`src/rtl/dma32_read_arbiter.sv`:
```
// dma32_read_arbiter: shares one DMA read path between two clients.
// Each burst is one control transfer followed by 'length' routed data beats.
// Build option: define DMA32_ARB_FIXED_PRIO_EN for fixed priority (client 0
// wins ties); leave it undefined for round-robin arbitration.
//
// Handshakes: a transfer happens on a rising clk edge where valid and ready
// are both 1. A valid source holds its payload stable until that edge. Client
// ctrl_ready is a one-cycle acceptance pulse, raised only in IDLE.
module dma32_read_arbiter (
  input  logic        clk,
  input  logic        rst,
  // client 0
  input  logic        c0_ctrl_valid,
  output logic        c0_ctrl_ready,
  input  logic [31:0] c0_ctrl_index,
  input  logic [31:0] c0_ctrl_length,
  input  logic [2:0]  c0_ctrl_size,
  input  logic [4:0]  c0_ctrl_user,
  output logic        c0_chnl_valid,
  output logic [31:0] c0_chnl_data,
  input  logic        c0_chnl_ready,
  // client 1
  input  logic        c1_ctrl_valid,
  output logic        c1_ctrl_ready,
  input  logic [31:0] c1_ctrl_index,
  input  logic [31:0] c1_ctrl_length,
  input  logic [2:0]  c1_ctrl_size,
  input  logic [4:0]  c1_ctrl_user,
  output logic        c1_chnl_valid,
  output logic [31:0] c1_chnl_data,
  input  logic        c1_chnl_ready,
  // shared DMA read path
  output logic        dma_read_ctrl_valid,
  output logic [31:0] dma_read_ctrl_data_index,
  output logic [31:0] dma_read_ctrl_data_length,
  output logic [2:0]  dma_read_ctrl_data_size,
  output logic [4:0]  dma_read_ctrl_data_user,
  input  logic        dma_read_ctrl_ready,
  input  logic        dma_read_chnl_valid,
  input  logic [31:0] dma_read_chnl_data,
  output logic        dma_read_chnl_ready,
  output logic [1:0]  grant,
  // debug: current FSM state (0=IDLE, 1=CTRL, 2=DATA)
  output logic [1:0]  dbg_state_o
);

  // ARB is folded into IDLE: the winner is picked and latched in one cycle.
  typedef enum logic [1:0] {
    S_IDLE = 2'd0,
    S_CTRL = 2'd1,
    S_DATA = 2'd2
  } state_e;

  state_e      state_q;
  logic [1:0]  grant_q;
  logic [31:0] cnt_q;
  logic        rr_q;         // 1: client 1 has priority on the next tie
  logic        ctrl_valid_q;
  logic [31:0] index_q;
  logic [31:0] length_q;
  logic [2:0]  size_q;
  logic [4:0]  user_q;

  logic any_req;
  logic pick1;
  logic accept;
  logic in_data;
  logic beat;

  // Arbitration: pick the winner among pending requests
  always_comb begin
    any_req = c0_ctrl_valid | c1_ctrl_valid;
`ifdef DMA32_ARB_FIXED_PRIO_EN
    pick1   = c1_ctrl_valid & ~c0_ctrl_valid;
`else
    pick1   = c1_ctrl_valid & (~c0_ctrl_valid | rr_q);
`endif
    // rst gating keeps the acceptance pulse low while reset is held
    accept        = rst & (state_q == S_IDLE) & any_req;
    c0_ctrl_ready = accept & ~pick1;
    c1_ctrl_ready = accept & pick1;
  end

  // Data routing: only the granted client sees beats, and only in DATA
  always_comb begin
    in_data             = (state_q == S_DATA);
    c0_chnl_valid       = in_data & grant_q[0] & dma_read_chnl_valid;
    c1_chnl_valid       = in_data & grant_q[1] & dma_read_chnl_valid;
    c0_chnl_data        = (in_data & grant_q[0]) ? dma_read_chnl_data : 32'd0;
    c1_chnl_data        = (in_data & grant_q[1]) ? dma_read_chnl_data : 32'd0;
    dma_read_chnl_ready = in_data & ((grant_q[0] & c0_chnl_ready) |
                                     (grant_q[1] & c1_chnl_ready));
    beat                = dma_read_chnl_valid & dma_read_chnl_ready;
  end

  // Burst FSM: IDLE latches the winner, CTRL issues the request, DATA counts beats
  always_ff @(posedge clk or negedge rst) begin
    if (!rst) begin
      state_q      <= S_IDLE;
      grant_q      <= 2'b00;
      cnt_q        <= 32'd0;
      rr_q         <= 1'b0;
      ctrl_valid_q <= 1'b0;
      index_q      <= 32'd0;
      length_q     <= 32'd0;
      size_q       <= 3'd0;
      user_q       <= 5'd0;
    end else begin
      case (state_q)
        S_IDLE: begin
          if (any_req) begin
            grant_q      <= pick1 ? 2'b10 : 2'b01;
            index_q      <= pick1 ? c1_ctrl_index  : c0_ctrl_index;
            length_q     <= pick1 ? c1_ctrl_length : c0_ctrl_length;
            size_q       <= pick1 ? c1_ctrl_size   : c0_ctrl_size;
            user_q       <= pick1 ? c1_ctrl_user   : c0_ctrl_user;
            ctrl_valid_q <= 1'b1;
            state_q      <= S_CTRL;
          end
        end
        S_CTRL: begin
          if (dma_read_ctrl_ready) begin
            ctrl_valid_q <= 1'b0;
            if (length_q == 32'd0) begin
              // empty burst: nothing to route, hand the turn over right away
              state_q <= S_IDLE;
              grant_q <= 2'b00;
              rr_q    <= grant_q[0];
            end else begin
              cnt_q   <= length_q;
              state_q <= S_DATA;
            end
          end
        end
        S_DATA: begin
          // cnt_q is at least 1 here, so the decrement never wraps
          if (beat) begin
            cnt_q <= cnt_q - 32'd1;
            if (cnt_q == 32'd1) begin
              state_q <= S_IDLE;
              grant_q <= 2'b00;
              rr_q    <= grant_q[0];
            end
          end
        end
        default: begin
          state_q <= S_IDLE;
          grant_q <= 2'b00;
        end
      endcase
    end
  end

  assign dma_read_ctrl_valid       = ctrl_valid_q;
  assign dma_read_ctrl_data_index  = index_q;
  assign dma_read_ctrl_data_length = length_q;
  assign dma_read_ctrl_data_size   = size_q;
  assign dma_read_ctrl_data_user   = user_q;
  assign grant                     = grant_q;
  assign dbg_state_o               = state_q;

endmodule

```
`config.mk`:
```
export PLATFORM = sky130hd
export DESIGN_NAME = dma32_read_arbiter
export DESIGN_NICKNAME = d
export VERILOG_FILES = /design/src/rtl/dma32_read_arbiter.sv
export SDC_FILE = /design/constraint.sdc
export NUM_CORES = 1
export LEC_CHECK = 0
export BUFFER_PORTS_ARGS = -buffer_cell sky130_fd_sc_hd__buf_2
export CORE_AREA = 4 4 125 127
export DETAILED_ROUTE_END_ITERATION = 10
export DIE_AREA = 0 0 129 131
export PLACE_DENSITY = 0.86
export SLEW_MARGIN = 20
export SYNTH_ARGS = -nofsm -noshare
export SYNTH_HDL_FRONTEND = slang
export SYNTH_SLANG_ARGS = --single-unit
```
`constraint.sdc`:
```
create_clock -name clk -period 6.15 [get_ports clk]
set_clock_uncertainty 0.15 [all_clocks]
set_input_delay 0.9225 -clock clk [delete_from_list [all_inputs] [get_ports clk]]
set_output_delay 0.9225 -clock clk [all_outputs]
set_load 0.05 [all_outputs]
```
== Word-level counts from Yosys, hierarchy flattened ==
Cells that the tools add are included.

* Register bits: 110
* Latch bits: 0
* Memory bits (writable): 0
* Memory bits (read-only): 0
* Bits of input ports: 184
* Output and inout bits: 146
* Logic and storage cells: 76
* Memories kept: 0

* $add $sub $neg: 1
* Multipliers: 0
* Divide/modulo/power cells: 0
* Order comparisons: 0
* Eq/ne operators: 9
* Shifts and indexed selects: 0
* Muxes and demuxes: 29
* Bitwise logic cells: 18
* Reduce and logical (&&, ||, !) cells: 10

{| class="wikitable"
|+ Operators by type and width
! operator !! count
|-
| $mux W32 || 7
|-
| $pmux W32 S2 || 1
|-
| $eq A32 B1 Y1 const B || 1
|-
| $logic_not A32 Y1 || 1
|-
| $sub A32 B1 Y32 const B || 1
|-
| $mux W2 || 9
|-
| $and A1 B1 Y1 || 13
|-
| $pmux W2 S3 || 2
|-
| $reduce_and A5 Y1 || 2
|-
| $ne A2 B2 Y1 const B || 4
|-
| $reduce_and A4 Y1 || 2
|-
| $mux W1 || 6
|-
| $mux W5 || 1
|-
| $ne A2 B1 Y1 const B || 2
|-
| $pmux W1 S2 || 2
|-
| $reduce_bool A2 Y1 || 2
|-
| $mux W3 || 1
|-
| $or A1 B1 Y1 || 3
|-
| $reduce_and A3 Y1 || 1
|-
| $eq A2 B1 Y1 const B || 1
|-
| $eq A2 B2 Y1 const B || 1
|-
| $logic_not A2 Y1 || 1
|-
| $not A1 Y1 || 2
|-
| $reduce_and A2 Y1 || 1
|}

== Longest topological paths before layout ==
Gate-level depths: netlist of the first run.

* Depth in word-level cells: 6
* Mapped depth: 8
* Depth with buffers taken out: 7

== Worst setup path after synthesis of the first run ==
Ideal clock, no wire load.

* Path type: input -> output
* Start point: input port c0_ctrl_valid
* End point: output port c1_ctrl_ready
* Arrival: 2.513 ns
* Required time: 5.077 ns
* Path slack: 2.564 ns
* Cell stages on the path: 6
* Buffers on the path: 2
* Path through: nor2_1 nor3_1 clkbuf_1 clkbuf_1 nand2_1 nor2_1

* Longest elaborated chain between the ends: 4
* Elaborated cells between the ends (all ways): 6
* Classes of those cells: bitwise: 6

{| class="wikitable"
|+ Ends and longest elaborated chain
! what !! line !! text
|-
| start, declared || 13 || <nowiki>input logic c0_ctrl_valid,</nowiki>
|-
| $not A1 Y1 || 76 || <nowiki>pick1 = c1_ctrl_valid & (~c0_ctrl_valid | rr_q);</nowiki>
|-
| $or A1 B1 Y1 || 76 ||
|-
| $and A1 B1 Y1 || 76 ||
|-
| $and A1 B1 Y1 (*) || 81 || <nowiki>c1_ctrl_ready = accept & pick1;</nowiki>
|-
| end, declared || 24 || <nowiki>output logic c1_ctrl_ready,</nowiki>
|}

Every way passes the cells marked *; elsewhere a longest branch is shown, timed or not.

== Worst setup path after layout of the first run ==
* Start point: register state_q[1], in the netlist dbg_state_o[1]
* End point: output port c0_chnl_data[14]

* Longest elaborated chain between the ends: 3

{| class="wikitable"
|+ Ends and longest elaborated chain
! what !! line !! text
|-
| start, declared || 54 || <nowiki>state_e state_q;</nowiki>
|-
| start signal, assigned || 99 || <nowiki>state_q <= S_IDLE;</nowiki>
|-
| start signal, assigned || 118 || <nowiki>state_q <= S_CTRL;</nowiki>
|-
| start signal, assigned || 126 || <nowiki>state_q <= S_IDLE;</nowiki>
|-
| $eq A2 B2 Y1 || 86 || <nowiki>in_data = (state_q == S_DATA);</nowiki>
|-
| $and A1 B1 Y1 || 89 || <nowiki>c0_chnl_data = (in_data & grant_q[0]) ? dma_read_chnl_data : 32'd0;</nowiki>
|-
| $mux W32 || 89 ||
|-
| end, declared || 20 || <nowiki>output logic [31:0] c0_chnl_data,</nowiki>
|}

Every way passes these cells.

==> impl_results.md, run 1 <==
- Antenna violations before repair: 0
- Maximum level of the CTS H-tree: 3
- Total power draw: 4.62 mW
- Seq cells post-synth: 110
- Setup slack, reg-to-reg: 3.14 ns
- Buf+Inv Stages, Crit Path: 2
- Number of gates resized after CTS: 0
- Hold_buf cts: 0
- Initial standard-cell utilization of the core: 0.430
- Most used cells in the layout excluding fill and tap cells: sky130_fd_sc_hd__buf_2 (328), sky130_fd_sc_hd__dfrtp_1 (110), sky130_fd_sc_hd__nor2_1 (102)
- Req. time, crit path: 5.08 ns
- Grt total ovfl: 0
- Core Box Area: 14400 sq um
- Clock latency at the later pin of the worst-skew pair: 0.36 ns
- Worst min-delay path category: reg -> reg
- Switching fraction of total power: 0.559
- Crit-path max FO: 66
- Largest net degree at the start of global routing: 97
- Synth unique cells: 57
- Yosys Warn Count: 0
- HPWL after detailed placement: 15.8 mm
- Share of the clock period used by the worst path after layout: 0.578
- Via count of the first global-routing pass: 6205
- CTS Buffer Depth: 2
- Util after Layout: 0.573
- Routed via count: 6586
- Cell leakage power: 4.47 nW
- Post-Synthesis Cells: 687
- Overall global routing resource usage: 0.241
- Portion of total power attributed to sequential cells: 0.329
- Drt drc: 0
- Fin crit period: 3.55 ns
- Clock slew at the register clock pins of the worst setup and hold paths: 0.08 ns
- Flip-flop cell with the highest count after synthesis: sky130_fd_sc_hd__dfrtp_1
- Nets: 1168
- Critical path arrival: 2.48 ns
- Cell area after technology mapping: 6200 sq um
- Area growth syn-to-layout: 33.3%
- Initial DRC count: 612
- Ys async rst share: 1.00
- Finish-stage setup viols: 0
- Critical path startpoint category: flip-flop
- Routability Congestion: 0.903
- Largest delay contributor family on the critical path: buffers and inverters
- EDFF count, synth: 0
- Per-instance average area after synthesis: 9.02 sq um
- Normalized max-slew margin: 0.380
- Root buf cell: sky130_fd_sc_hd__clkbuf_16
- Die Area: 16900 sq um
- Worst setup path category: reg -> out
- Setup repair after global routing missed its margin: no
- Most common library cell in the layout ignoring fill and taps: sky130_fd_sc_hd__buf_2
- Clock tree from TritonCTS: built
- Total of buffers placed on input and output ports: 329
- Count of clock tree sinks: 110
- Cell internal power dissipation: 2.04 mW
- Library cell with the largest summed area after synthesis: sky130_fd_sc_hd__dfrtp_1
- Hold Slack: 0.371 ns
- Longest individual stage delay on the worst path: 0.57 ns
- Max-cap viol count: 0
- CP Capture Type: primary output
- First-pass GRT wire length: 32.4 mm
- Via-per-instance ratio: 5.62
- Routed WL per cell: 18.0 microns
- Total Routed Length: 21.1 mm
- Leading cell types by total area after synthesis: sky130_fd_sc_hd__dfrtp_1 (44%), sky130_fd_sc_hd__mux2i_1 (12%), sky130_fd_sc_hd__and3_1 (7.2%)
- Total negative setup slack: 0 ns
- Worst path cell trace: nor2b_4 > buf_4 > and3_1 > buf_2
- Share of total power in combinational logic: 0.541
- Portion of the post-synthesis area used by sequential elements: 0.444
- Antenna-violating nets left: 0
- Highest Clock Rate: 282 MHz
- Die width: 129 microns
- Placement row count: 44
- Cell with the largest stage delay on the worst path: sky130_fd_sc_hd__dfrtp_1
- Die outline height: 131 microns
- Slew at the pin closest to its max-slew limit: 0.929 ns
- Area fraction of the dominant cell type after synthesis: 0.444
- Clock network fraction of total power: 0.131
- Cell area after layout: 8270 sq um
- Number of buffers added by the clock tree synthesis step: 9
- Final count of pins violating max slew: 0
- Number of hold-slack violations in the final timing report: 0
- Areal power density over the cells: 558 nW/um^2
- First-pass DRT Iterations: 5
- Area after DPL: 7960 sq um
- Post-synth net total: 873
- Post-CTS Repair Setup Buffers: 0
- Top-Level Pins: 330
- Largest vdd supply drop: 0.000296 V
- Outcome: complete, no violations
- Antenna Diode Count: 0
- Fraction of layout instances using a drive strength above 1: 0.378
- Sw Pwr: 2.58 mW
[cell usage after synthesis, drive strengths merged (8+ instances only)]
| cell | number |
|---|---|
| buf | 11 |
| nor3 | 15 |
| nor2 | 102 |
| a21oi | 87 |
| nor4 | 22 |
| inv | 8 |
| mux2i | 74 |
| clkbuf | 42 |
| dfrtp | 110 |
| and3 | 71 |
| o21ai | 22 |
| nand2 | 25 |
| nand3 | 8 |
[logic make-up after synthesis]
logic type	after synthesis	synth area share
AOI/OAI and AO/OA	166	0.162
muxes	75	0.121
adders and majority gates	2	0.00404
buffers and inverters	61	0.0385
and+or+nand+nor	273	0.230
DFF	110	0.444
[cell type report]
type                    instances  area [sq um]
clock inverters                 6          70.1
clock buffers                  10           239
well taps                     184           230
flip-flops and latches        110          2750
repair buffers                337          1710
fillers                      1299          6160
multi-input cells             516          3240
inverters                       8          30.0
[sequential cells by signal, indices dropped and copies added, names as in the netlist]
name / count
cnt_q: 32
dma_read_ctrl_data_index: 32
dma_read_ctrl_data_length: 32
dma_read_ctrl_data_user: 5
dma_read_ctrl_data_size: 3
dbg_state_o: 2
grant: 2
dma_read_ctrl_valid: 1
rr_q: 1
[per-stage QoR]
step / setup slack, ns / std cells
after floorplan: 2.56 / 687
after global placement: 2.88 / 1155
after detailed placement: 2.85 / 1155
after CTS: 2.61 / 1171
after global routing: 2.46 / 1171
final: 2.60 / 1171
[layer usage]
layer | GRT usage | wire (microns) | vias up
li1 | - | - | 3116
met1 | 0.320 | 8470 | 3090
met2 | 0.399 | 10300 | 339
met3 | 0.0455 | 1830 | 41
met4 | 0.0784 | 467 | 0
met5 | 0 | 0 | -
[final timing paths]
check                                            from                                   endpoint  cells past startpoint
setup / recovery           dbg_state_o[1]$_DFFE_PN0P_                           c0_chnl_data[14]                      4
hold / removal                  cnt_q[12]$_DFFE_PN0P_                      cnt_q[12]$_DFFE_PN0P_                      1
setup reg to reg                 grant[0]$_DFFE_PN0P_                      cnt_q[25]$_DFFE_PN0P_                      5
hold reg to reg                 cnt_q[12]$_DFFE_PN0P_                      cnt_q[12]$_DFFE_PN0P_                      1
max in group asynchronous                         rst  dma_read_ctrl_data_length[23]$_DFFE_PN0P_                      2
min in group asynchronous                         rst                      cnt_q[25]$_DFFE_PN0P_                      1
[worst register-to-register path: cells and delay by family (launching register included)]
family	cells	cell delay (ns)
compound gates	1	0.40
flops	1	0.95
simple gates	4	1.45
[power by group through the flow]
stage / registers [mW] / logic [mW] / clock network (mW)
4_1_cts: 1.50 / 2.50 / 0.617
5_1_grt: 1.57 / 2.67 / 0.642
6_report: 1.52 / 2.50 / 0.603
3_3_place_gp: 1.51 / 2.45 / 0
2_1_floorplan: 2.21 / 1.09 / 0
3_5_place_dp: 1.52 / 2.50 / 0
No activity file was read; power rests on OpenSTA's default activity.
==> run 2, diff against run 1 <==
ABC_AREA = 1   (was default)
CORE_AREA = default   (was 4 4 125 127)
CORE_MARGIN = 4   (was default)
CORE_UTILIZATION = 42   (was default)
DIE_AREA = default   (was 0 0 129 131)
clock period = 3.2 ns   (was 6.15 ns; I/O delays follow)
==> impl_results.md, run 2 <==
- Die Area: 17800 sq um
- Number of buffers added by the clock tree synthesis step: 9
- Total power draw: 10.5 mW
- CTS Buffer Depth: 2
- Areal power density over the cells: 1210 nW/um^2
- Antenna violations before repair: 2
- Total Routed Length: 25.1 mm
- Fin crit period: 2.84 ns
- Area fraction of the dominant cell type after synthesis: 0.416
- Routed WL per cell: 16.7 microns
- Root buf cell: sky130_fd_sc_hd__clkbuf_16
- Clock tree from TritonCTS: built
- First-pass GRT wire length: 38.3 mm
- Drt drc: 0
- Number of hold-slack violations in the final timing report: 0
- Commonest cells in the synthesized netlist: sky130_fd_sc_hd__nand2_1 (256), sky130_fd_sc_hd__nor2_1 (224), sky130_fd_sc_hd__o21ai_0 (143)
- Post-synth net total: 1172
- Portion of total power attributed to sequential cells: 0.262
- Share of total power in combinational logic: 0.626
- Post-Place Setup Slack: 0.819 ns
- Worst Slack Setup Final: 0.363 ns
- Worst path cell trace: inv_1 > nand2_2 > inv_2 > nand2_1 > nor2_1 > buf_2
- Final count of pins violating max slew: 0
- Total negative setup slack: 0 ns
- Max-cap viol count: 0
- Sw Pwr: 6.22 mW
- Post-Synthesis Cells: 986
- First-pass DRT Iterations: 5
- Count of clock tree sinks: 110
- Clock latency at the later pin of the worst-skew pair: 0.37 ns
- Core Box Area: 15300 sq um
- Yosys Warn Count: 0
- Highest Clock Rate: 352 MHz
- Initial standard-cell utilization of the core: 0.433
- Count of placed standard cells in the final layout, fillers left out: 1504
- Total of buffers placed on input and output ports: 329
- Cell internal power dissipation: 4.30 mW
- Initial DRC count: 551
- Worst setup path category: reg -> out
- Share of the clock period used by the worst path after layout: 0.887
- Critical path startpoint category: flip-flop
- HPWL after detailed placement: 19.5 mm
- Overall global routing resource usage: 0.272
- Flip-flop cell with the highest count after synthesis: sky130_fd_sc_hd__dfrtp_1
- Most used cells in the layout excluding fill and tap cells: sky130_fd_sc_hd__buf_2 (328), sky130_fd_sc_hd__nand2_1 (256), sky130_fd_sc_hd__nor2_1 (224)
- Seq cells post-synth: 110
- Most common cell in the synthesized netlist: sky130_fd_sc_hd__nand2_1
- Antenna-violating nets left: 0
- Library cell with the largest summed area after synthesis: sky130_fd_sc_hd__dfrtp_1
- Routed via count: 7655
- Largest net degree at the start of global routing: 80
- Longest individual stage delay on the worst path: 0.58 ns
- Maximum level of the CTS H-tree: 3
- Routability Congestion: 0.979
- Switching fraction of total power: 0.591
- Per-instance average area after synthesis: 6.72 sq um
- Setup repair after global routing missed its margin: no
- Grt total ovfl: 0
- Placement row count: 45
- Ys async rst share: 1.00
- Largest vdd supply drop: 0.000688 V
- CP Capture Type: primary output
- Nets: 1474
- Area growth syn-to-layout: 31.1%
- Via count of the first global-routing pass: 7064
- Die width: 134 microns
- EDFF count, synth: 0
- Hold Slack: 0.169 ns
- Post-CTS Repair Setup Buffers: 0
- Placed Instances: 1488
- Top-Level Pins: 330
- Clock slew at the register clock pins of the worst setup and hold paths: 0.08 ns
- Cell leakage power: 4.80 nW
- Cell with the largest stage delay on the worst path: sky130_fd_sc_hd__nand2_1
- Cell area after technology mapping: 6620 sq um
- Portion of the post-synthesis area used by sequential elements: 0.416
- Number of gates resized after CTS: 0
- Clock network fraction of total power: 0.112
- Finish-stage setup viols: 0
- Hold_buf cts: 0
- Via-per-instance ratio: 5.09
- Req. time, crit path: 2.57 ns
- Outcome: complete, no violations
- Synth unique cells: 30
- Leading cell types by total area after synthesis: sky130_fd_sc_hd__dfrtp_1 (42%), sky130_fd_sc_hd__nand2_1 (15%), sky130_fd_sc_hd__nor2_1 (13%)
- Most common library cell in the layout ignoring fill and taps: sky130_fd_sc_hd__buf_2
- Die outline height: 134 microns
- Normalized max-slew margin: 0.294
- Critical path arrival: 2.21 ns
- Worst min-delay path category: in -> async
- Filler instances: 1506
- Slew at the pin closest to its max-slew limit: 1.06 ns
- Crit-path max FO: 33
- Fraction of layout instances using a drive strength above 1: 0.300
## run 2: final cells by class
| type | instances | area [sq um] | area share |
|---|---|---|---|
| sequential | 110 | 2750 | 0.317 |
| timing repair buffer | 340 | 1760 | 0.202 |
| tap | 211 | 264 | 0.0304 |
| multi-input combinational | 743 | 3300 | 0.380 |
| antenna | 1 | 2.50 | 0.000288 |
| clock buffer | 9 | 225 | 0.0259 |
| inverter | 84 | 315 | 0.0363 |
| clock inverter | 6 | 72.6 | 0.00835 |
## run 2: through the flow
stage          cell area, sq um  utilization
5_1_grt                    8690        0.567
3_3_place_gp               8390        0.548
6_report                   8690        0.567
4_1_cts                    8680        0.567
2_1_floorplan              6620            -
3_5_place_dp               8390        0.548
## run 2: worst paths after layout
path                                                        start                                  endpoint  slack [ns]  depth (start not counted)
setup / recovery                       dbg_state_o[0]$_DFFE_PN0P_                          c0_chnl_data[16]        0.36                          6
hold / removal                                                rst  dma_read_ctrl_data_index[29]$_DFFE_PN0P_        0.17                          2
max in group asynchronous                                     rst                      cnt_q[2]$_DFFE_PN0P_        2.13                          2
setup reg to reg                       dbg_state_o[0]$_DFFE_PN0P_                     cnt_q[30]$_DFFE_PN0P_        0.87                          9
min in group clk                                c0_ctrl_index[25]  dma_read_ctrl_data_index[25]$_DFFE_PN0P_        0.22                          3
hold reg to reg            dma_read_ctrl_data_user[3]$_DFFE_PN0P_    dma_read_ctrl_data_user[3]$_DFFE_PN0P_        0.34                          2
## run 2: cell families (layout without fill, tap and decap cells)
family | after synthesis | in the layout | share of synthesized area
compound gates | 200 | 200 | 0.162
xor+xnor | 4 | 4 | 0.00529
fa+ha+maj | 2 | 2 | 0.00378
buf+inv | 133 | 439 | 0.0882
flops | 110 | 110 | 0.416
mux | 1 | 1 | 0.00151
other cells | 0 | 1 | 0
simple gates | 536 | 536 | 0.324
## run 2: worst max-delay path, delay by kind of cell, from the launching register on
| kind | cells | cell delay, ns |
|---|---|---|
| buffers and inverters | 3 | 0.47 |
| and+or+nand+nor | 3 | 0.96 |
| DFF | 1 | 0.41 |
## run 2: power groups by stage
stage          clock [mW]  sequential (mW)  combinational [mW]
2_1_floorplan           0             4.26                3.37
3_3_place_gp            0             2.73                6.49
3_5_place_dp            0             2.76                6.57
4_1_cts              1.18             2.75                6.58
5_1_grt              1.23             2.85                7.10
6_report             1.18             2.76                6.59
## run 2: per-layer routing
layer	GRT usage	part of all wire
met5	0	0.00052
met4	0.113	0.031
met3	0.0608	0.085
met2	0.432	0.48
met1	0.359	0.41
